$ cat src/rtl/trng_pkg.sv
// trng_pkg: shared debias state type, default sizing and helpers for the TRNG collector
package trng_pkg;
  typedef enum logic {EMPTY, HAVE_FIRST} db_state_e;
  localparam int NUM_RO_DEF = 8;
  localparam int WORD_WIDTH_DEF = 32;
  localparam int SAMPLE_DIV_DEF = 4;
  localparam int RCT_CUTOFF_DEF = 32;
  function automatic int fill_w(input int ww);
    return $clog2(ww + 1);
  endfunction
endpackage

$ cat src/rtl/trng_sync.sv
// trng_sync: 2-flop synchroniser for one asynchronous bit, reset to 0
module trng_sync (
  input  logic clk,
  input  logic rst,
  input  logic d_i,
  output logic q_o
);
  logic [1:0] ff_q;
  always_ff @(posedge clk or posedge rst)
    if (rst) ff_q <= '0;
    else ff_q <= {ff_q[0], d_i};
  assign q_o = ff_q[1];
endmodule

$ cat src/rtl/trng_collector.sv
// trng_collector: XOR-combined ring oscillators -> sync, decimate, von Neumann debias, word packing.
// Define TRNG_HEALTH_EN to add a repetition-count health test that blocks word transfers on failure.
import trng_pkg::*;
module trng_collector #(
  parameter int NUM_RO = NUM_RO_DEF,
  parameter int WORD_WIDTH = WORD_WIDTH_DEF,
  parameter int SAMPLE_DIV = SAMPLE_DIV_DEF,
  parameter int RCT_CUTOFF = RCT_CUTOFF_DEF
) (
  input  logic                  clk,
  input  logic                  rst,
  input  logic [NUM_RO-1:0]     ro_in,
  input  logic                  enable,
  output logic [WORD_WIDTH-1:0] rnd_data,
  output logic                  rnd_valid,
  input  logic                  rnd_ready,
  output logic                  overrun,
  output logic                  health_fail
);
  localparam int CW = SAMPLE_DIV > 1 ? $clog2(SAMPLE_DIV) : 1;
  localparam int FW = fill_w(WORD_WIDTH);
  if (NUM_RO < 2 || WORD_WIDTH < 2 || SAMPLE_DIV < 1 || RCT_CUTOFF < 2) begin : g_bad_param
    $error("trng_collector: illegal parameter value");
  end
  logic synced, strobe, cb_v, full, xfer, hf;
  logic [CW-1:0] cnt_q, cnt_d;
  db_state_e state_q, state_d;
  logic b0_q, b0_d, valid_q, valid_d, ovr_q, ovr_d;
  logic [WORD_WIDTH-1:0] sh_q, sh_d, data_q, data_d;
  logic [FW-1:0] fill_q, fill_d;
  trng_sync u_sync (.clk(clk), .rst(rst), .d_i(^ro_in), .q_o(synced));
  always_comb begin
    strobe = enable && cnt_q == CW'(SAMPLE_DIV - 1);
    cnt_d = (!enable || strobe) ? '0 : cnt_q + 1'b1;
    state_d = state_q;
    b0_d = b0_q;
    cb_v = 1'b0;
    if (!enable) state_d = EMPTY;
    else if (strobe) begin
      state_d = state_q == EMPTY ? HAVE_FIRST : EMPTY;
      b0_d = state_q == EMPTY ? synced : b0_q;
      cb_v = state_q == HAVE_FIRST && synced != b0_q;
    end
  end
  // The holding register may reload in the same cycle it is consumed.
  always_comb begin
    full = fill_q == FW'(WORD_WIDTH);
    xfer = full && (!valid_q || rnd_ready) && !hf;
    data_d = xfer ? sh_q : data_q;
    valid_d = xfer || (valid_q && !rnd_ready);
    sh_d = sh_q;
    fill_d = fill_q;
    ovr_d = ovr_q;
    if (!enable) begin
      sh_d = '0;
      fill_d = '0;
    end else if (xfer) begin
      sh_d = WORD_WIDTH'(b0_q & cb_v);
      fill_d = FW'(cb_v);
    end else if (cb_v && full) ovr_d = 1'b1;
    else if (cb_v) begin
      sh_d = {sh_q[WORD_WIDTH-2:0], b0_q};
      fill_d = fill_q + 1'b1;
    end
  end
  always_ff @(posedge clk or posedge rst)
    if (rst) begin
      cnt_q <= '0;
      state_q <= EMPTY;
      b0_q <= 1'b0;
      sh_q <= '0;
      fill_q <= '0;
      data_q <= '0;
      valid_q <= 1'b0;
      ovr_q <= 1'b0;
    end else begin
      cnt_q <= cnt_d;
      state_q <= state_d;
      b0_q <= b0_d;
      sh_q <= sh_d;
      fill_q <= fill_d;
      data_q <= data_d;
      valid_q <= valid_d;
      ovr_q <= ovr_d;
    end
`ifdef TRNG_HEALTH_EN
  localparam int RW = $clog2(RCT_CUTOFF + 1);
  logic [RW-1:0] run_q, run_d;
  logic last_q, last_d, hf_q, hf_d;
  always_comb begin
    run_d = run_q;
    last_d = last_q;
    hf_d = hf_q;
    if (strobe) begin
      run_d = (run_q == '0 || synced != last_q) ? RW'(1) : run_q == RW'(RCT_CUTOFF) ? run_q : run_q + 1'b1;
      last_d = synced;
      hf_d = hf_q || run_d == RW'(RCT_CUTOFF);
    end
  end
  always_ff @(posedge clk or posedge rst)
    if (rst) begin
      run_q <= '0;
      last_q <= 1'b0;
      hf_q <= 1'b0;
    end else begin
      run_q <= run_d;
      last_q <= last_d;
      hf_q <= hf_d;
    end
  assign hf = hf_q;
`else
  assign hf = 1'b0;
`endif
  assign rnd_data = data_q;
  assign rnd_valid = valid_q;
  assign overrun = ovr_q;
  assign health_fail = hf;
endmodule

$ cat config.mk
export PLATFORM = sky130hd
export DESIGN_NAME = trng_collector
export DESIGN_NICKNAME = d
export VERILOG_FILES = /design/src/rtl/trng_pkg.sv /design/src/rtl/trng_sync.sv /design/src/rtl/trng_collector.sv
export SDC_FILE = /design/constraint.sdc
export NUM_CORES = 1
export LEC_CHECK = 0
export ABC_AREA = 1
export CORE_ASPECT_RATIO = 1.5
export CORE_MARGIN = 5
export CORE_UTILIZATION = 45
export CTS_BUF_LIST = sky130_fd_sc_hd__clkbuf_8
export CTS_CLUSTER_SIZE = 40
export DETAILED_ROUTE_END_ITERATION = 16
export PLACE_DENSITY = 0.68
export SLEW_MARGIN = 30
export SYNTH_ARGS = -nofsm -noshare
export SYNTH_HDL_FRONTEND = slang
export SYNTH_SLANG_ARGS = --single-unit
$ cat constraint.sdc
create_clock -name clk -period 6.6 [get_ports clk]
set_clock_uncertainty 0.15 [all_clocks]
set_input_delay 1.98 -clock clk [delete_from_list [all_inputs] [get_ports clk]]
set_output_delay 1.98 -clock clk [all_outputs]
set_load 0.02 [all_outputs]
* Word level (Yosys, flattened, before mapping)
Index checks and enable logic that the tools add are counted.
** Storage, ports and cells
- Register bits after elaboration :: 78
- Output and inout bits :: 35
- Logic and storage cells :: 49
** Operators by class
- Add/subtract/negate cells :: 2
- Eq/ne operators :: 6
- Muxes and demuxes :: 14
- Reduce and logical (&&, ||, !) cells :: 15
- Bitwise operators :: 3
** Operators by type and width (number)
- $mux W32 :: 4
- $mux W6 :: 4
- $reduce_xor A8 Y1 :: 1
- $add A6 B1 Y6 const B :: 1
- $eq A6 B6 Y1 const B :: 1
- $reduce_and A3 Y1 :: 2
- $logic_and A1 B1 Y1 :: 5
- $mux W1 :: 5
- $logic_not A1 Y1 :: 3
- $logic_or A1 B1 Y1 :: 3
- $ne A3 B1 Y1 const B :: 1
- $ne A3 B3 Y1 const B :: 1
- $add A2 B1 Y2 const B :: 1
- $eq A2 B2 Y1 const B :: 1
- $mux W2 :: 1
- $ne A2 B1 Y1 const B :: 1
- $not A1 Y1 :: 2
- $reduce_and A2 Y1 :: 1
- $and A1 B1 Y1 :: 1
- $ne A1 B1 Y1 :: 1

* Longest topological paths before layout
- Word-level depth :: 8
- Gate-level depth with buffers :: 9
- Depth with buffers taken out :: 9

* By module
From an unflattened synthesis, not the netlist that was laid out.
** Unflattened totals
- Cell total of the unflattened synthesis :: 348
- Area total of the unflattened synthesis :: 3224.3 µm²
** Modules (own cells, without submodules)
- trng_collector :: times used 1, cells each 345, area each 3170.5 µm², seq. area each 1901.8 µm²
- trng_sync :: times used 1, cells each 3, area each 53.8 µm², seq. area each 50.0 µm²

* Least setup slack after synthesis
OpenSTA, ideal clock, no wires.
- Path type :: input-to-reg
- From :: in rnd_ready
- To :: reg sh_q[1]
- Cell stages on the path :: 6
- Slack :: 3.652 ns
- Arrival time :: 2.716 ns
- Setup time :: 0.083 ns
- Path through :: inv_1 -> nand2_1 -> nand2_8 -> nand3_4 -> buf_4 -> o21ai_0
** On the way
- Word-level cells in the longest chain between the ends :: 4
- Elaborated cells between the ends (all ways) :: 7
- Those cells by class :: eq/ne: 2; mux: 2; reduce/logical: 3
** Ends and longest elaborated chain
- start, declared :: line trng_collector.sv:16 : input logic rnd_ready,
- $logic_or A1 B1 Y1 * :: line trng_collector.sv:48 : xfer = full && (!valid_q || rnd_ready) && !hf;
- $logic_and A1 B1 Y1 * :: line trng_collector.sv:48
- $ne A3 B3 Y1 (no source line) (tied with other cells)
- $reduce_and A2 Y1 (no source line) or $mux W32 (tied branches)
- end signal, assigned :: line trng_collector.sv:71 : sh_q <= '0;
- end signal, assigned :: line trng_collector.sv:80 : sh_q <= sh_d;
- end, declared :: line trng_collector.sv:29 : logic [WORD_WIDTH-1:0] sh_q, sh_d, data_q, data_d;
Mark *: on every way between the ends. The rest lies on a longest branch, timed or not.
A chain may end at the register's enable or synchronous reset.

* Final worst setup path
- From :: in rnd_ready
- To :: reg sh_q[14]
The elaborated chain is that of the path after synthesis.

==> results.toml <==
[drt]
post_drt_wl_per_cell_um = 12.5
dr.first_iter.drc_count = 120
first_pass_iteration_count_of_the_detailed_router = 4
post-route-drc-count = 0
detail_route.wirelength_um = 5890
route.vias.total = 2294
final_antenna_net_count = 0
route.detailed.vias_per_inst = 4.87

[clock_tree]
tritoncts = "done"
cts_root_buf = "clkbuf_8"
postCtsSetupRepairBufs = 0
cts_hold_repair.buffers = 0
cts_buffer_depth = 2
htreeDepth = 3
cts_num_sinks = 78
tritoncts.num_buffers = 9
cts.reportedPaths.clkPinSlew_ns = 0.08
cts.repair.resized = 0
worst_skew_pair.late_latency_ns = 0.36

[power_and_ir_drop]
power-per-cell-area_nw_per_um2 = 240
leakagePower_nw = 1.76
ir_worst_vdd_uv = 145

[cells_and_area]
final_design_area_excluding_fillers_um2 = 3940
filler_cell_count = 649
n_antenna_cell = 0
finish.net_count = 401
area_growth_syn_to_layout_pct = 21.2
finalNonFillerCells = 471
post_route_cells_drive_above_1_share_pct = 8.70

[critical_path]
critical_path.reg2reg.endpoint = "sh_q[14]"
crit_arrival_ns = 3.64
cpPeakStageDelay_ns = 0.40
kind_of_end_point_of_the_critical_path = "flop"
crit_required_ns = 6.71
critical_path.max_fanout = 64
cpMaxStageDelayCell = "clkdlybuf4s50_1"
worst-setup-path-type = "input port to flop"
timing.critical_path.from_type = "input port"
worst_r2r_startpoint = "fill_q[0]"
r2r_slack_ns = 4.45
r2r_cells = 7
path_cells = "clkdlybuf4s50_1 > inv_1 > nand2_1 > nand2_8 > nand3_4 > o21ai_0"

[global_routing]
number_of_antenna_violations_at_the_first_check_in_global_routing = 0
maximum_number_of_pins_on_one_net_before_global_route_repair = 65
gr-total-overflow = 0
wire_length_of_the_first_global_routing_pass_um = 10300
grt.total_usage_pct = 15.0
vias_in_the_first_global_route = 2346

[floorplan]
num_rows = 38
initial_util_pct = 45.6
core_area_um2 = 7130
die_width_um = 79.4
die-height_um = 114
die_area_um2 = 9060
top_level_ports = 47

[placement]
hpwlAfterDp_um = 3940
count_of_input_and_output_buffers = 45
post_dp_cell_area_um2 = 3720
gp_congestion = 0.797
number_of_cells_in_the_design_after_placement = 455

[sta]
timing.final.hold_violations = 0
worst-slew-pin-transition_ns = 0.607
setup-tns-final_ns = 0
slew_violations = 0
maxSlewHeadroom_pct = 59.5
layout_min_cycle_time_ns = 3.53
rsz0062_at_grt = "no"
timing.fmax_mhz = 283
setup_violations = 0
final_clock_period_utilization_by_the_worst_path_pct = 53.5

[min_path]
timing.hold.worst.class = "flop to flop"
hold_path_depth = 0
launch_point_of_the_worst_hold_path = "u_sync.ff_q[0]"
worst_hold_path.endpoint = "u_sync.ff_q[1]"

[logic_synthesis]
ys_seq_area_share_pct = 60.0
postSynthRegisterBits = 78
syn-num-nets = 357
syn_area_um2 = 3250
netlist_instances = 342
count_of_unique_library_cells_instantiated_by_yosys = 28
synthesis.yosys.warnings = 0
synthesized_area_per_cell_um2 = 9.51

[run_status]
status = "complete, no violations"

[run]
max-cap-violations = 0
[Yosys cell counts, drive strengths merged]
cell type / instances / area (um2)
clkbuf: 1 / 3.75
buf: 12 / 85.1
o21ai: 65 / 325
o21bai: 1 / 7.51
conb: 1 / 3.75
nand3: 16 / 113
nand2: 95 / 383
and2: 1 / 6.26
nor3: 1 / 5.00
dfrtp: 78 / 1950
ha: 3 / 37.5
or2: 1 / 6.26
nor2: 11 / 73.8
inv: 45 / 169
xor2: 2 / 17.5
nand4: 1 / 6.26
clkinv: 1 / 3.75
a21oi: 2 / 10.0
xnor2: 5 / 43.8
[critical path: cells and delay by family]
kind	cells	cell delay (ns)
AOI/OAI and AO/OA	1	0.31
buffers and inverters	2	0.45
and+or+nand+nor	3	0.88
[final cells by class]
class / instances / area [um2] / share of cell area [%]
Clock inverter: 7 / 96.3 / 2.44
Timing Repair Buffer: 46 / 458 / 11.6
Multi-Input combinational cell: 205 / 1040 / 26.3
Tap cell: 80 / 100 / 2.54
Sequential cell: 78 / 1950 / 49.5
Clock buffer: 9 / 124 / 3.14
Inverter: 46 / 173 / 4.38
[cell families (layout without fill, tap and decap cells)]
| kind of cell | Yosys count | in the layout | synth area share, % |
|---|---|---|---|
| other | 1 | 1 | 0.115 |
| and+or+nand+nor | 126 | 126 | 18.2 |
| AOI/OAI and AO/OA | 68 | 68 | 10.5 |
| DFF | 78 | 78 | 60.0 |
| adders and majority gates | 3 | 3 | 1.15 |
| buffers and inverters | 59 | 108 | 8.04 |
| xor gates and xnor gates | 7 | 7 | 1.89 |
[placed cells by master, fill, tap and decap left out, drive strengths merged, types with 2 or more instances in the layout]
master / Yosys / layout
nand3: 16 / 16
nor2: 11 / 11
bufinv: 0 / 2
o21ai: 65 / 65
nand2: 95 / 95
clkdlybuf4s50: 0 / 45
a21oi: 2 / 2
dfrtp: 78 / 78
clkbuf: 1 / 9
inv: 45 / 47
xor2: 2 / 2
clkinv: 1 / 4
xnor2: 5 / 5
ha: 3 / 3
[stage by stage]
stage / util (%) / total power, mW / hold slack [ns] / worst slack (ns)
5_1_grt: 55.3 / 0.981 / 0.224 / 2.88
6_report: 55.3 / 0.945 / 0.211 / 3.07
3_5_place_dp: 52.2 / 0.560 / 0.198 / 2.69
3_3_place_gp: 52.2 / 0.558 / 0.184 / 2.75
2_1_floorplan: - / 0.543 / 0.181 / 2.47
4_1_cts: 55.3 / 0.954 / 0.216 / 3.05
[flip-flops by register name, summed over array words and instances (netlist names)]
name and cells:
b0_q 1, cnt_q 2, fill_q 6, overrun 1, rnd_data 32, rnd_valid 1, sh_q 32, state_q 1
u_sync.ff_q 2
[per-layer routing]
metal / vias up / global-route usage, % / part of all wire [%]
li1: 1157 / - / -
met1: 1085 / 17.5 / 44
met2: 37 / 24.4 / 49
met3: 15 / 4.33 / 3.8
met4: 0 / 8.72 / 3.0
met5: - / 0 / 0
[worst max-delay path by stage]
stage,from,endpoint,slack (ns),depth (start not counted)
after floorplan,rst,b0_q,2.47,1
after global placement,enable,sh_q[9],2.75,8
after detailed placement,enable,sh_q[31],2.69,8
after CTS,rnd_ready,sh_q[14],3.05,6
after global routing,rnd_ready,sh_q[24],2.88,6
final,rnd_ready,sh_q[14],3.07,6
[where the power goes]
group          switching, mW  internal (mW)  leakage (nW)
Sequential           0.00831          0.487          1.08
Clock                  0.182          0.215         0.114
Combinational         0.0323         0.0201         0.565
Power figures use the tool's default switching activity.
